$ cat config.mk
export PLATFORM = sky130hd
export DESIGN_NAME = demux_seq_ctrl
export DESIGN_NICKNAME = d
export VERILOG_FILES = /design/src/rtl/demux_seq_ctrl.sv
export SDC_FILE = /design/constraint.sdc
export NUM_CORES = 1
export LEC_CHECK = 0
export CAP_MARGIN = 20
export CORE_UTILIZATION = 35
export DETAILED_ROUTE_END_ITERATION = 12
export PLACE_DENSITY = 0.65
export SYNTH_ARGS = -nofsm -noshare
export SYNTH_HDL_FRONTEND = slang
export SYNTH_SLANG_ARGS = --single-unit
$ cat constraint.sdc
create_clock -name clk -period 3.1 [get_ports clk]
set_input_delay 0.93 -clock clk [delete_from_list [all_inputs] [get_ports clk]]
set_output_delay 0.93 -clock clk [all_outputs]
set_load 0.01 [all_outputs]
$ cat src/rtl/demux_seq_ctrl.sv
// demux_seq_ctrl: feeds a 1-to-8 bit demultiplexer from a valid/ready bit stream.
// Each enabled channel gets BURST_LEN bits in ascending index order. GAP_CYCLES
// idle cycles separate consecutive channels.
// Optional build macro DEMUX_SEQ_WRAP_EN: after the last enabled channel the
// sequence wraps to the lowest enabled channel and runs until abort or rst.
module demux_seq_ctrl #(
    parameter int BURST_LEN  = 4,
    parameter int GAP_CYCLES = 1
) (
    input  logic       clk,
    input  logic       rst,
    input  logic       start,
    input  logic       abort,
    input  logic [7:0] chan_en,
    input  logic       in_valid,
    input  logic       in_bit,
    output logic       in_ready,
    output logic       demux_i,
    output logic [2:0] demux_s,
    output logic       busy,
    output logic       frame_done,
    output logic       err_no_chan
);

    typedef enum logic [1:0] {IDLE, DRIVE, GAP} state_t;

    state_t     state, state_nxt;
    logic [7:0] mask, mask_nxt;
    logic [2:0] chan, chan_nxt;
    logic [7:0] bit_cnt, bit_cnt_nxt;
    logic [7:0] gap_cnt, gap_cnt_nxt;
    logic       demux_i_nxt;
    logic [2:0] demux_s_nxt;
    logic       frame_done_nxt;
    logic       err_nxt;
    logic       accept;
    logic       advance;
    logic [3:0] above;
    logic [2:0] first_en;

    // {found, index} of the lowest set mask bit strictly above channel c
    function automatic logic [3:0] next_above(input logic [7:0] m, input logic [2:0] c);
        logic [3:0] r;
        r = 4'b0000;
        for (int i = 7; i >= 0; i--) begin
            if (i > int'(c) && m[i]) r = {1'b1, 3'(i)};
        end
        return r;
    endfunction

    // index of the lowest set bit; caller guarantees m is non-zero
    function automatic logic [2:0] lowest_set(input logic [7:0] m);
        logic [2:0] r;
        r = 3'd0;
        for (int i = 7; i >= 0; i--) begin
            if (m[i]) r = 3'(i);
        end
        return r;
    endfunction

    // ready depends on state only, so there is no in_valid -> in_ready path
    assign in_ready = (state == DRIVE);
    assign busy     = (state != IDLE);
    // an abort discards any bit offered in the same cycle
    assign accept   = in_valid & in_ready & ~abort;
    assign above    = next_above(mask, chan);
    assign first_en = lowest_set(chan_en);

    // next-state, counters and registered-output values
    always_comb begin
        state_nxt      = state;
        mask_nxt       = mask;
        chan_nxt       = chan;
        bit_cnt_nxt    = bit_cnt;
        gap_cnt_nxt    = gap_cnt;
        demux_i_nxt    = 1'b0;
        demux_s_nxt    = demux_s;
        frame_done_nxt = 1'b0;
        err_nxt        = 1'b0;
        advance        = 1'b0;

        if (accept) begin
            demux_i_nxt = in_bit;
            demux_s_nxt = chan;
        end

        case (state)
            IDLE: begin
                if (start && !abort) begin
                    if (chan_en == 8'd0) begin
                        err_nxt = 1'b1;
                    end else begin
                        mask_nxt    = chan_en;
                        chan_nxt    = first_en;
                        bit_cnt_nxt = 8'd0;
                        state_nxt   = DRIVE;
                    end
                end
            end
            DRIVE: begin
                if (abort) begin
                    state_nxt = IDLE;
                end else if (accept) begin
                    if (bit_cnt == 8'(BURST_LEN - 1)) begin
                        if (GAP_CYCLES > 0) begin
                            state_nxt   = GAP;
                            gap_cnt_nxt = 8'd0;
                        end else begin
                            advance = 1'b1;
                        end
                    end else begin
                        bit_cnt_nxt = bit_cnt + 8'd1;
                    end
                end
            end
            GAP: begin
                if (abort) begin
                    state_nxt = IDLE;
                end else if (gap_cnt == 8'(GAP_CYCLES - 1)) begin
                    advance = 1'b1;
                end else begin
                    gap_cnt_nxt = gap_cnt + 8'd1;
                end
            end
            default: state_nxt = IDLE;
        endcase

        // move on to the next enabled channel or close the pass
        if (advance) begin
            if (above[3]) begin
                chan_nxt    = above[2:0];
                bit_cnt_nxt = 8'd0;
                state_nxt   = DRIVE;
            end else begin
                frame_done_nxt = 1'b1;
`ifdef DEMUX_SEQ_WRAP_EN
                chan_nxt    = lowest_set(mask);
                bit_cnt_nxt = 8'd0;
                state_nxt   = DRIVE;
`else
                state_nxt   = IDLE;
`endif
            end
        end
    end

    // state and output registers with synchronous reset
    always_ff @(posedge clk) begin
        if (rst) begin
            state       <= IDLE;
            mask        <= 8'd0;
            chan        <= 3'd0;
            bit_cnt     <= 8'd0;
            gap_cnt     <= 8'd0;
            demux_i     <= 1'b0;
            demux_s     <= 3'd0;
            frame_done  <= 1'b0;
            err_no_chan <= 1'b0;
        end else begin
            state       <= state_nxt;
            mask        <= mask_nxt;
            chan        <= chan_nxt;
            bit_cnt     <= bit_cnt_nxt;
            gap_cnt     <= gap_cnt_nxt;
            demux_i     <= demux_i_nxt;
            demux_s     <= demux_s_nxt;
            frame_done  <= frame_done_nxt;
            err_no_chan <= err_nxt;
        end
    end

endmodule

-- After elaboration in Yosys (flattened, before gate mapping)
Index checks and enable logic that the tools add are counted.
- flip-flop bits (word level): 35
- output and inout port bits: 8
- word-level logic and storage cells: 107
- $add $sub $neg: 2
- $lt $le $gt $ge: 7
- eq/ne operators: 13
- muxes and demuxes: 48
- bitwise logic cells: 8
- reduce and logical (&&, ||, !) cells: 20
- operators with widths (cell ; number):
    $mux 8 ; 12
    $mux 3 ; 13
    $pmux 8 s2 ; 2
    $mux 4 ; 7
    $add 8x1->8 const B ; 2
    $logic_not 8->1 ; 2
    $mux 2 ; 7
    $gt 3x3->1 const A ; 4
    $ne 3x3->1 const B ; 3
    $eq 8x2->1 const B ; 1
    $logic_and 1x1->1 ; 8
    $ne 4x2->1 const B ; 2
    $gt 2x3->1 const A ; 2
    $mux 1 ; 6
    $ne 2x2->1 const B ; 3
    $not 1->1 ; 6
    $pmux 2 s3 ; 1
    $reduce_and 6->1 ; 1
    $reduce_and 5->1 ; 1
    $ne 2x1->1 const B ; 2
    $reduce_bool 2->1 ; 2
    $reduce_or 2->1 ; 2
    $gt 1x3->1 const A ; 1
    $reduce_and 3->1 ; 1
    other kinds (6) ; 7

-- Logic depth before layout (Yosys ltp)
- depth in word-level cells: 13
- depth in mapped cells: 8
- depth with buffers taken out: 7

-- Least setup slack after synthesis
Ideal clock, no wire load.
- kind: input port to flip-flop
- start point: input port chan_en[1]
- end point: register bit_cnt[3]
- library setup time: 0.100 ns
- data arrival time: 2.089 ns
- required time: 3.000 ns
- slack: 0.912 ns
- stages on the path: 5
- path buffers: 0
- path through: nor4_4 > nand2_2 > a32oi_4 > nor2_1 > a2111oi_4
- cells in the longest elaborated chain, start to end: 6
- ends and longest elaborated chain (what ; RTL line ; source):
    start: declaration ; 14 ; input logic [7:0] chan_en,
    $logic_not 8->1 (*) ; 90 ; if (chan_en == 8'd0) begin
    $mux 8 (*) ; 90 ;
    $mux 8 (*) ; 89 ; if (start && !abort) begin
    $pmux 8 s2 (*) ; 87 ; case (state)
    $mux 8 ; 130 ; if (above[3]) begin
    $mux 8 (*) ; 129 ; if (advance) begin
    end signal: assignment ; 163 ; bit_cnt <= bit_cnt_nxt;
    end: declaration ; 30 ; logic [7:0] bit_cnt, bit_cnt_nxt;
Every way passes the cells marked *; elsewhere a longest branch is shown, timed or not.
A chain may end at the register's enable or synchronous reset.

-- Final worst setup path
- start point: input port abort
- end point: register mask[6]
- cells in the longest elaborated chain, start to end: 3
- ends and longest elaborated chain (what ; RTL line ; source):
    start: declaration ; 13 ; input logic abort,
    $logic_not 1->1 ; 89 ;
    $logic_and 1x1->1 ; 89 ;
    $reduce_and 3->1 (no line) ; n/a ;
    end signal: assignment ; 161 ; mask <= mask_nxt;
    end: declaration ; 28 ; logic [7:0] mask, mask_nxt;
Every way passes these cells.

==> results.ini <==
[global_route]
track_usage_pct=16.2
grt_pass1_wl_mm=7.71
grt_max_degree=15
antenna_found_initial=0
grt_pass1_vias=1574
grt_remaining_overflow=0

[finish]
multi_input_area_um2=1230
regArea_um2=681
area_growth_syn_to_layout_pct=18.5
antennaDiodeCount=0
nets=267
drive_above_1_share_pct=12.8
num-fill-cells=540

[die]
core_area_um2=5510
ios=22
num_rows=27
die_area_um2=6040
die_w_um=77.7
initial_utilization_pct=36.4
die_height_um=77.7

[yosys]
ys_seq_area_share_pct=33.9
ys_async_sr_fraction_pct=0
yosysUniqueCellTypes=58
yosys_warnings=0
synth_ff_type=dfxtp_1
synth_top_cell_by_area=dfxtp_1
synthCells=225
synth.top_cell.area_share_pct=33.9
synth-edff-count=0
synth_common_cells=dfxtp_1 (34), nor2_1 (21), nand2_1 (15)
syn-num-nets=242
ys_ff_latch=34
avgSynthCellArea_um2=8.91
yosysMostFrequentCell=dfxtp_1
netlist_area_um2=2010
synthTopCellsByArea=dfxtp_1 (34%), mux2i_1 (7.0%), nor2_1 (3.9%), a21oi_1 (3.0%), nand2_1 (2.8%)

[routing]
drtAntennaViolNets=0
drc=0
vias=1723
routed_wl_mm=4.43
drt_iter0_drc=91
avgViaCountPerCell=5.35
dr.pass1.iters=4
routedWlPerCell_um=13.8

[setup_path]
worstPathMaxFanout=7
critPathLaunchType=input port
critPathKind=in -> reg
end_kind=flop
path_cells=clkdlybuf4s50_1, or4b_4, a21oi_2, buf_4, mux2i_1, nor2_1
crit_family=buffers and inverters
cp.required_ns=3.27
crit_arrival_ns=2.83
slowest_delay_ns=0.57
slowest_stage=or4b_4
critPathBufInv=2

[timing]
worst_slew_pin_slew_ns=0.496
finalCriticalPeriod_ns=2.66
slew_headroom_pct=67.0
rsz0062_at_grt=no
finalHoldViolCount=0
setup_violations=0
fin_crit_sh_pct=85.7
timing.fmax_mhz=376
setup_ws_ns=0.443
drv_slew=0
finalSetupTns_ns=0
hold_slack_ns=0.461
fin_skew_ns=0.00505

[place]
io_buffers=21
hpwlAfterDp_mm=3.30
place_ws_ns=0.184
place_congestion=0.821

[clock_network]
cts.sinks=34
cts-htree-levels=2
clock_path_buffers=2
cts_resized=0
clk_pin_slew_worst_paths_ns=0.07
numCtsBuffers=5
clkLatencyLatePin_ns=0.28
root_buffer=clkbuf_8
cts_tree=built
post_cts_buffers=0
hold_buffers=0

[status]
status=finished clean

[hold_path]
hold_path_class=reg -> reg

[power]
powerDensity_nw_per_um2=371
vdd_ir_drop_max_v=0.000290
p_leak_nw=0.826

[flow_run]
max_cap_viol_count=0

logic make-up after synthesis:
| family | after synthesis | synth area share, % |
|---|---|---|
| flops | 34 | 33.9 |
| buf+inv | 19 | 4.68 |
| mux | 14 | 6.99 |
| xor+xnor | 1 | 0.437 |
| simple gates | 96 | 29.1 |
| fa+ha+maj | 3 | 1.87 |
| compound gates | 58 | 23.0 |
layout by cell type, fill, tap and decap left out, types with 3 or more instances in the layout:
master           synthesis  layout
o21ai_0                  6       6
nand2_1                 15      15
clkdlybuf4s50_1          0      21
buf_4                    1       7
dfxtp_1                 34      34
a21oi_1                 12      12
a31oi_1                  4       4
nor3_1                   8       8
inv_1                    9       9
o22ai_1                  3       3
nand2b_1                 7       7
clkbuf_8                 0       5
mux2i_1                 14      14
nand3_1                  6       6
nor2b_1                  7       7
nand4_1                  5       5
and3_1                   6       6
a22oi_1                  3       3
nor2_1                  21      21
ha_1                     3       3
o21a_1                   4       4
sequential cells by signal (all words and copies together), names as in the netlist:
register / count
frame_done: 1
chan: 3
mask: 7
gap_cnt: 8
demux_i: 1
demux_s: 3
bit_cnt: 8
err_no_chan: 1
state: 2
worst min-delay path, delay by kind of cell, from the launching register on:
family	cells	cell delay (ns)
flip-flops	1	0.31
AND/OR/NAND/NOR	1	0.05
AO/OA/AOI/OAI	1	0.05
area by class of cell:
cell class / count / area share (%)
Sequential cell: 34 / 28.6
Tap cell: 72 / 3.79
Clock inverter: 2 / 0.421
Timing Repair Buffer: 28 / 11.1
Multi-Input combinational cell: 172 / 51.8
Inverter: 9 / 1.42
Clock buffer: 5 / 2.89
path summary, 6_finish.rpt:
check | endpoint | slack (ns) | cells past startpoint | from
worst min register to register | demux_s[0]$_SDFFE_PP0N_ | 0.46 | 2 | demux_s[0]$_SDFFE_PP0N_
worst max-delay path | mask[6]$_SDFFE_PP0P_ | 0.44 | 6 | abort
worst min-delay path | demux_s[0]$_SDFFE_PP0N_ | 0.46 | 2 | demux_s[0]$_SDFFE_PP0N_
worst max register to register | gap_cnt[5]$_SDFFE_PP0P_ | 1.03 | 6 | bit_cnt[0]$_SDFF_PP0_
power breakdown:
part | internal [mW] | total, mW | switching (mW)
Combinational | 0.0536 | 0.114 | 0.0608
Sequential | 0.444 | 0.456 | 0.0118
Clock | 0.151 | 0.312 | 0.161
Total | 0.649 | 0.883 | 0.234
metal layers:
metal  GRT usage, %  up-vias  part of all wire, %
met5              0        -                    0
met4           5.66        0                  1.1
met3           4.24        4                  2.9
met2           22.9       29                   42
met1           23.2      814                   54
li1               -      876                    -
metrics by stage:
step / utilization [%] / std cells / area [µm²] / power [mW]
floorplan: - / 225 / 2010 / 0.531
global placement: 41.7 / 315 / 2300 / 0.579
detailed placement: 41.7 / 315 / 2300 / 0.580
CTS: 43.2 / 322 / 2380 / 0.891
global route: 43.2 / 322 / 2380 / 0.937
finish: 43.2 / 322 / 2380 / 0.883
Power figures use the tool's default switching activity.
